[src/rtl/gpioseq.sv]
// gpioseq: timed GPIO pattern sequencer, Wishbone slave table in, Wishbone master GPIO writes out.
// Optional feature macro: GPIOSEQ_LOOP_EN (honour the CTRL LOOP bit and read it back at CTRL bit1).
module gpioseq #(
  parameter int LGSTEPS = 3,
  parameter int DW      = 16
) (
  input  logic               i_clk,
  input  logic               i_reset_n,
  input  logic               i_wb_cyc,
  input  logic               i_wb_stb,
  input  logic               i_wb_we,
  input  logic [LGSTEPS+1:0] i_wb_addr,
  input  logic [31:0]        i_wb_data,
  input  logic [3:0]         i_wb_sel,
  output logic               o_wb_stall,
  output logic               o_wb_ack,
  output logic [31:0]        o_wb_data,
  output logic               o_gp_cyc,
  output logic               o_gp_stb,
  output logic               o_gp_we,
  output logic [31:0]        o_gp_data,
  output logic [3:0]         o_gp_sel,
  input  logic               i_gp_stall,
  input  logic               i_gp_ack,
  input  logic               i_gp_err,
  output logic               o_int
);
  localparam int AW = LGSTEPS + 2;
  localparam int N  = 1 << LGSTEPS;
  typedef enum logic [2:0] {S_IDLE, S_ISSUE, S_ACKW, S_DELAY, S_NEXT} state_t;
  state_t               r_state, w_next;
  logic [31:0]          r_cmd [N];
  logic [DW-1:0]        r_dly [N];
  logic [LGSTEPS-1:0]   r_step, r_last;
  logic [DW-1:0]        r_cnt;
  logic                 r_done, r_err, r_int, r_wb_ack;
  logic [31:0]          r_wb_data, w_rdata;
  logic                 w_stb, w_wr, w_ctrl_wr, w_abort, w_start, w_busy, w_at_last, w_loop, w_fin, w_fail;
  logic [LGSTEPS-1:0]   w_idx;
  logic                 w_unused;
`ifdef GPIOSEQ_LOOP_EN
  logic                 r_loop;
  assign w_loop = r_loop;
`else
  assign w_loop = 1'b0;
`endif
  assign w_unused   = &{1'b0, i_wb_sel};
  assign w_stb      = i_wb_cyc & i_wb_stb;
  assign w_wr       = w_stb & i_wb_we;
  assign w_ctrl_wr  = w_wr && (i_wb_addr == AW'(0));
  assign w_abort    = w_ctrl_wr & i_wb_data[2];
  assign w_busy     = r_state != S_IDLE;
  assign w_start    = w_ctrl_wr & i_wb_data[0] & ~w_busy & ~w_abort;
  assign w_idx      = i_wb_addr[LGSTEPS:1];
  assign w_at_last  = r_step == r_last;
  assign w_fin      = (r_state == S_NEXT) & w_at_last & ~w_loop & ~w_abort;
  assign w_fail     = (r_state == S_ACKW) & i_gp_err & ~w_abort;
  assign o_wb_stall = 1'b0;
  assign o_wb_ack   = r_wb_ack;
  assign o_wb_data  = r_wb_data;
  assign o_gp_cyc   = (r_state == S_ISSUE) | (r_state == S_ACKW);
  assign o_gp_stb   = r_state == S_ISSUE;
  assign o_gp_we    = 1'b1;
  assign o_gp_sel   = 4'hf;
  assign o_gp_data  = r_cmd[r_step];
  assign o_int      = r_int;
  // Next-state: abort overrides everything; err takes priority over a simultaneous ack.
  always_comb begin
    w_next = r_state;
    if (w_abort) w_next = S_IDLE;
    else
      case (r_state)
        S_IDLE:  w_next = w_start ? S_ISSUE : S_IDLE;
        S_ISSUE: w_next = i_gp_stall ? S_ISSUE : S_ACKW;
        S_ACKW:  w_next = i_gp_err ? S_IDLE : i_gp_ack ? ((r_dly[r_step] != '0) ? S_DELAY : S_NEXT) : S_ACKW;
        S_DELAY: w_next = (r_cnt == DW'(1)) ? S_NEXT : S_DELAY;
        S_NEXT:  w_next = (!w_at_last || w_loop) ? S_ISSUE : S_IDLE;
        default: w_next = S_IDLE;
      endcase
  end
  // Read mux for the slave port.
  always_comb begin
    w_rdata = '0;
    if (i_wb_addr[AW-1]) w_rdata = i_wb_addr[0] ? 32'(r_dly[w_idx]) : r_cmd[w_idx];
    else if (i_wb_addr == AW'(0)) begin
      w_rdata[8 +: LGSTEPS] = r_last;
`ifdef GPIOSEQ_LOOP_EN
      w_rdata[1] = r_loop;
`endif
    end else if (i_wb_addr == AW'(1)) begin
      w_rdata[8 +: LGSTEPS] = r_step;
      w_rdata[2:0] = {r_err, r_done, w_busy};
    end
  end
  // Sequencer state, step pointer, delay counter and sticky status.
  always_ff @(posedge i_clk or negedge i_reset_n)
    if (!i_reset_n) begin
      r_state <= S_IDLE;
      r_step  <= '0;
      r_last  <= '0;
      r_cnt   <= '0;
      r_done  <= 1'b0;
      r_err   <= 1'b0;
      r_int   <= 1'b0;
`ifdef GPIOSEQ_LOOP_EN
      r_loop  <= 1'b0;
`endif
    end else begin
      r_state <= w_next;
      r_int   <= w_fin | w_fail;
      r_done  <= w_fin | (r_done & ~w_wr);
      r_err   <= w_fail | (r_err & ~w_wr);
      if (w_start) begin
        r_step <= '0;
        r_last <= i_wb_data[8 +: LGSTEPS];
`ifdef GPIOSEQ_LOOP_EN
        r_loop <= i_wb_data[1];
`endif
      end else if (r_state == S_NEXT && (!w_at_last || w_loop))
        r_step <= w_at_last ? '0 : r_step + LGSTEPS'(1);
      if (r_state == S_ACKW) r_cnt <= r_dly[r_step];
      else if (r_state == S_DELAY) r_cnt <= r_cnt - DW'(1);
    end
  // Step table; writes during playback are dropped so the running sequence is stable.
  always_ff @(posedge i_clk or negedge i_reset_n)
    if (!i_reset_n) begin
      for (int i = 0; i < N; i++) begin
        r_cmd[i] <= '0;
        r_dly[i] <= '0;
      end
    end else if (w_wr && i_wb_addr[AW-1] && !w_busy) begin
      if (i_wb_addr[0]) r_dly[w_idx] <= i_wb_data[DW-1:0];
      else r_cmd[w_idx] <= i_wb_data;
    end
  // Slave acknowledge and registered read data.
  always_ff @(posedge i_clk or negedge i_reset_n)
    if (!i_reset_n) begin
      r_wb_ack  <= 1'b0;
      r_wb_data <= '0;
    end else begin
      r_wb_ack <= w_stb;
      if (w_stb && !i_wb_we) r_wb_data <= w_rdata;
    end
endmodule
[config.mk]
export PLATFORM = sky130hd
export DESIGN_NAME = gpioseq
export DESIGN_NICKNAME = d
export VERILOG_FILES = /design/src/rtl/gpioseq.sv
export SDC_FILE = /design/constraint.sdc
export NUM_CORES = 1
export LEC_CHECK = 0
export CORE_MARGIN = 2
export CORE_UTILIZATION = 38
export CTS_BUF_LIST = sky130_fd_sc_hd__clkbuf_16
export CTS_CLUSTER_SIZE = 8
export DETAILED_ROUTE_END_ITERATION = 10
export GPL_TIMING_DRIVEN = 0
export SYNTH_ARGS = -nofsm -noshare
export SYNTH_HDL_FRONTEND = slang
export SYNTH_SLANG_ARGS = --single-unit
[constraint.sdc]
create_clock -name i_clk -period 2.45 [get_ports i_clk]
set_clock_uncertainty 0.15 [all_clocks]
set_input_delay 0.245 -clock i_clk [delete_from_list [all_inputs] [get_ports i_clk]]
set_output_delay 0.245 -clock i_clk [all_outputs]
set_load 0.005 [all_outputs]
==> metrics.txt <==
Max-slew headroom 0.289; Num Clock Sinks 445; CP cell instances buf_12, buf_12, buf_12, buf_16, buf_8, buf_4, buf_12, mux4_2, nand2_2, nand2_2, buf_6; max cap viols 0; initial antenna violation count 5; final core occ 0.500; family with the most delay on the worst path buffers and inverters; Max Root-Sink Buffers 3; unrepaired setup endpoints after global routing yes; Root Buffer clkbuf_16; Tot GR Track Use 0.278; worst-skew pair later-pin latency 0.59 ns; die outline area a little over 0.06 mm^2; Fin. Hold Viols 0; largest net degree at the start of global routing 121; setup ws final -0.630 ns; I/O pin cnt 123; Post-Syn Area 0.0228 mm^2; dpl hpwl between 50 and 60 mm; Worst Setup Start Kind register; Total Wirelength 89.8 mm; NumNets Final 2154; Arrival @ worst endpoint 2.68 ns; Async SR Flop Fraction 1.00; H-tree Lvls 3; FF-to-FF setup slack -0.54 ns; clk slew on worst S/H paths about 0.05 ns; setup slack after placement -2.10 ns; DRT Pass-1 Iters 6; Design Power about 23000 uW; Crit path largest cell delay 0.43 ns; Routability Congestion ~0.93; Yosys reg bits 445; Seq/Total Area, Yosys 0.488; static leakage 0.0138 uW; clock buffer count from CTS 66; status complete, but fails checks; fin crit share 1.26; share of layout cells above drive strength 1 0.444; Die X 249 um; Fill cells between 4000 and 5000; Area growth syn-to-layout 29.7%; max-slew violation count 0; most used cell, CP buf_12; worst r2r src r_step[0]; Final setup viols 267; hold slack 0.0941 ns; yosys warns 0; DR WL/cell 31.1 um; post-synth cell types 70; ys flop type dfrtp_1; Core Area 0.0591 mm^2; fin area 0.0296 mm^2; critical path class register to output pin; Port Buf Inserts 110; grt total ovfl 0; CTS tree built; die height 249 um; depth of the most critical reg-to-reg path 12; Critical Path Sink Type output pin; vias in the first global route 18300; highest-delay cell along the critical path mux4_2; Max Fclk 325 MHz; Initial DRC Count ~2200; WP buf/inv 8; CP Max Fanout 5; pwr dens 783 mW/mm^2; vias per cell approximately 6.4; area of placed instances 0.0250 mm^2; Initial Utilization 0.386; Post-route DRC 0; VDD IR-drop max about 0.0005 V; FP Rows 89; min Tclk post-route 3.08 ns; global-route wire length before repair 127 mm; CP required about 2.1 ns; Routed Antenna Nets 0; r2r endpoint r_state[1]; Hold WC Path Type primary input to async pin; Post-synth EDFFs 0; Synth Instances 1808; slew at the pin closest to its max-slew limit ~1.1 ns; vias approximately 18000; failing checks negative setup slack; Mean Syn Cell Area 12.6 um^2
## what timing repair did
| action | CTS | global route |
|---|---|---|
| setup buffers | 53 | 50 |
| hold endpoints to repair | 94 | 0 |
| hold buffers | 1 | 0 |
| resized for setup | 515 | 166 |
| endpoints found under the setup margin | 468 | 384 |
| cloned | 9 | 11 |
| pin swaps | 38 | 32 |
## worst max-delay path by stage
stage	startpoint	end	slack, ns	depth (start not counted)
6_report	r_step[0]	o_gp_data[30]	-0.63	11
3_5_place_dp	i_wb_addr[2]	o_wb_data[14]	-2.10	8
3_3_place_gp	i_reset_n	r_cmd[180]	-18.78	1
2_1_floorplan	r_step[0]	o_gp_data[25]	0.006	8
5_1_grt	r_step[0]	o_gp_data[18]	-0.66	11
4_1_cts	r_step[0]	o_gp_data[17]	-0.64	11
## layout make-up
type                            instances  area, um^2  share of cell area
Buffer                                153        1540              0.0520
Sequential cell                       445       11100               0.377
Tap cell                              773         967              0.0327
Clock buffer                           73        1830              0.0618
Multi-Input combinational cell       1203       11500               0.389
Inverter                                5        25.0            0.000847
Timing Repair Buffer                  228        2540              0.0861
Antenna cell                            1        2.50           0.0000847
Clock inverter                          4        20.0            0.000677
## through the flow
stage	std cells	TNS (ns)
floorplan	1812	0
global placement	2695	-8853.62
detailed placement	2698	-536.93
CTS	2834	-28.04
global route	2884	-43.84
finish	2885	-30.57
## metal layers
metal	routed length (um)	share of wire	track usage	vias to the layer above
li1	-	-	-	7387
met1	35300	0.39	0.365	9539
met2	40600	0.45	0.428	1182
met3	8980	0.10	0.0684	298
met4	4940	0.055	0.148	4
met5	35	0.00039	0	-
## state kept, by name, summed over array words and instances, names as in the netlist
signal     count
r_dly        128
r_cnt         16
r_last         3
r_step         3
o_wb_ack       1
o_wb_data     32
r_state        3
r_done         1
r_err          1
o_int          1
r_cmd        256
## power by group
part	switching, uW	internal [uW]	leakage [uW]
logic	3080	2880	0.00687
registers	640	8080	0.00604
clock network	3270	5180	0.000911
## cell usage in the layout, fill, tap and decap left out, drive strengths merged, types with 5 or more instances in the layout
| cell | Yosys | final |
|---|---|---|
| a21oi | 56 | 56 |
| a221oi | 22 | 22 |
| a22o | 41 | 41 |
| a22oi | 86 | 86 |
| a31oi | 6 | 6 |
| buf | 86 | 223 |
| clkbuf | 71 | 151 |
| clkdlybuf4s50 | 0 | 74 |
| conb | 2 | 6 |
| dfrtp | 445 | 445 |
| mux2 | 413 | 413 |
| mux2i | 56 | 56 |
| mux4 | 82 | 82 |
| nand2 | 175 | 175 |
| nand3 | 28 | 28 |
| nand4 | 20 | 20 |
| nor2 | 30 | 30 |
| nor2b | 14 | 14 |
| nor3 | 14 | 14 |
| nor4 | 5 | 5 |
| o21ai | 50 | 50 |
| o22ai | 17 | 17 |
| o2bb2ai | 6 | 6 |
| xnor2 | 5 | 5 |
| xor2 | 5 | 5 |
## kinds of logic (layout without fill, tap and decap cells)
kind of cell / after synthesis / after routing / synth area share
AOI/OAI and AO/OA: 320 / 320 / 0.0980
DFF: 445 / 445 / 0.488
buffers and inverters: 164 / 463 / 0.0336
xor gates and xnor gates: 10 / 10 / 0.00384
and+or+nand+nor: 313 / 313 / 0.0629
other: 2 / 7 / 0.000329
adders and majority gates: 3 / 3 / 0.00165
muxes: 551 / 551 / 0.311
## synth_stat cells, types with 4 or more instances
| cell | instances | area share |
|---|---|---|
| buf_1 | 33 | 0.0054 |
| xor2_1 | 5 | 0.0019 |
| nor4_1 | 5 | 0.0014 |
| o22ai_1 | 17 | 0.0047 |
| a221o_1 | 4 | 0.0018 |
| mux2i_1 | 56 | 0.025 |
| a31oi_1 | 6 | 0.0016 |
| nand4_1 | 20 | 0.0055 |
| a21oi_1 | 56 | 0.012 |
| xnor2_1 | 5 | 0.0019 |
| buf_6 | 4 | 0.0020 |
| buf_4 | 9 | 0.0030 |
| o21ai_0 | 49 | 0.011 |
| o2bb2ai_1 | 6 | 0.0023 |
| nor2b_1 | 14 | 0.0038 |
| buf_2 | 39 | 0.0086 |
| mux4_1 | 10 | 0.012 |
| dfrtp_1 | 445 | 0.49 |
| clkbuf_1 | 70 | 0.012 |
| a221oi_1 | 22 | 0.0085 |
| mux4_2 | 72 | 0.071 |
| nand3_1 | 28 | 0.0061 |
| a21o_1 | 4 | 0.0013 |
| nor2_1 | 30 | 0.0049 |
| mux2_1 | 8 | 0.0040 |
| mux2_2 | 405 | 0.20 |
| nand2_1 | 175 | 0.029 |
| a22oi_1 | 86 | 0.028 |
| nor3_1 | 12 | 0.0026 |
| nand2b_1 | 4 | 0.0011 |
| a22o_1 | 41 | 0.016 |
Power figures use the tool's default switching activity.
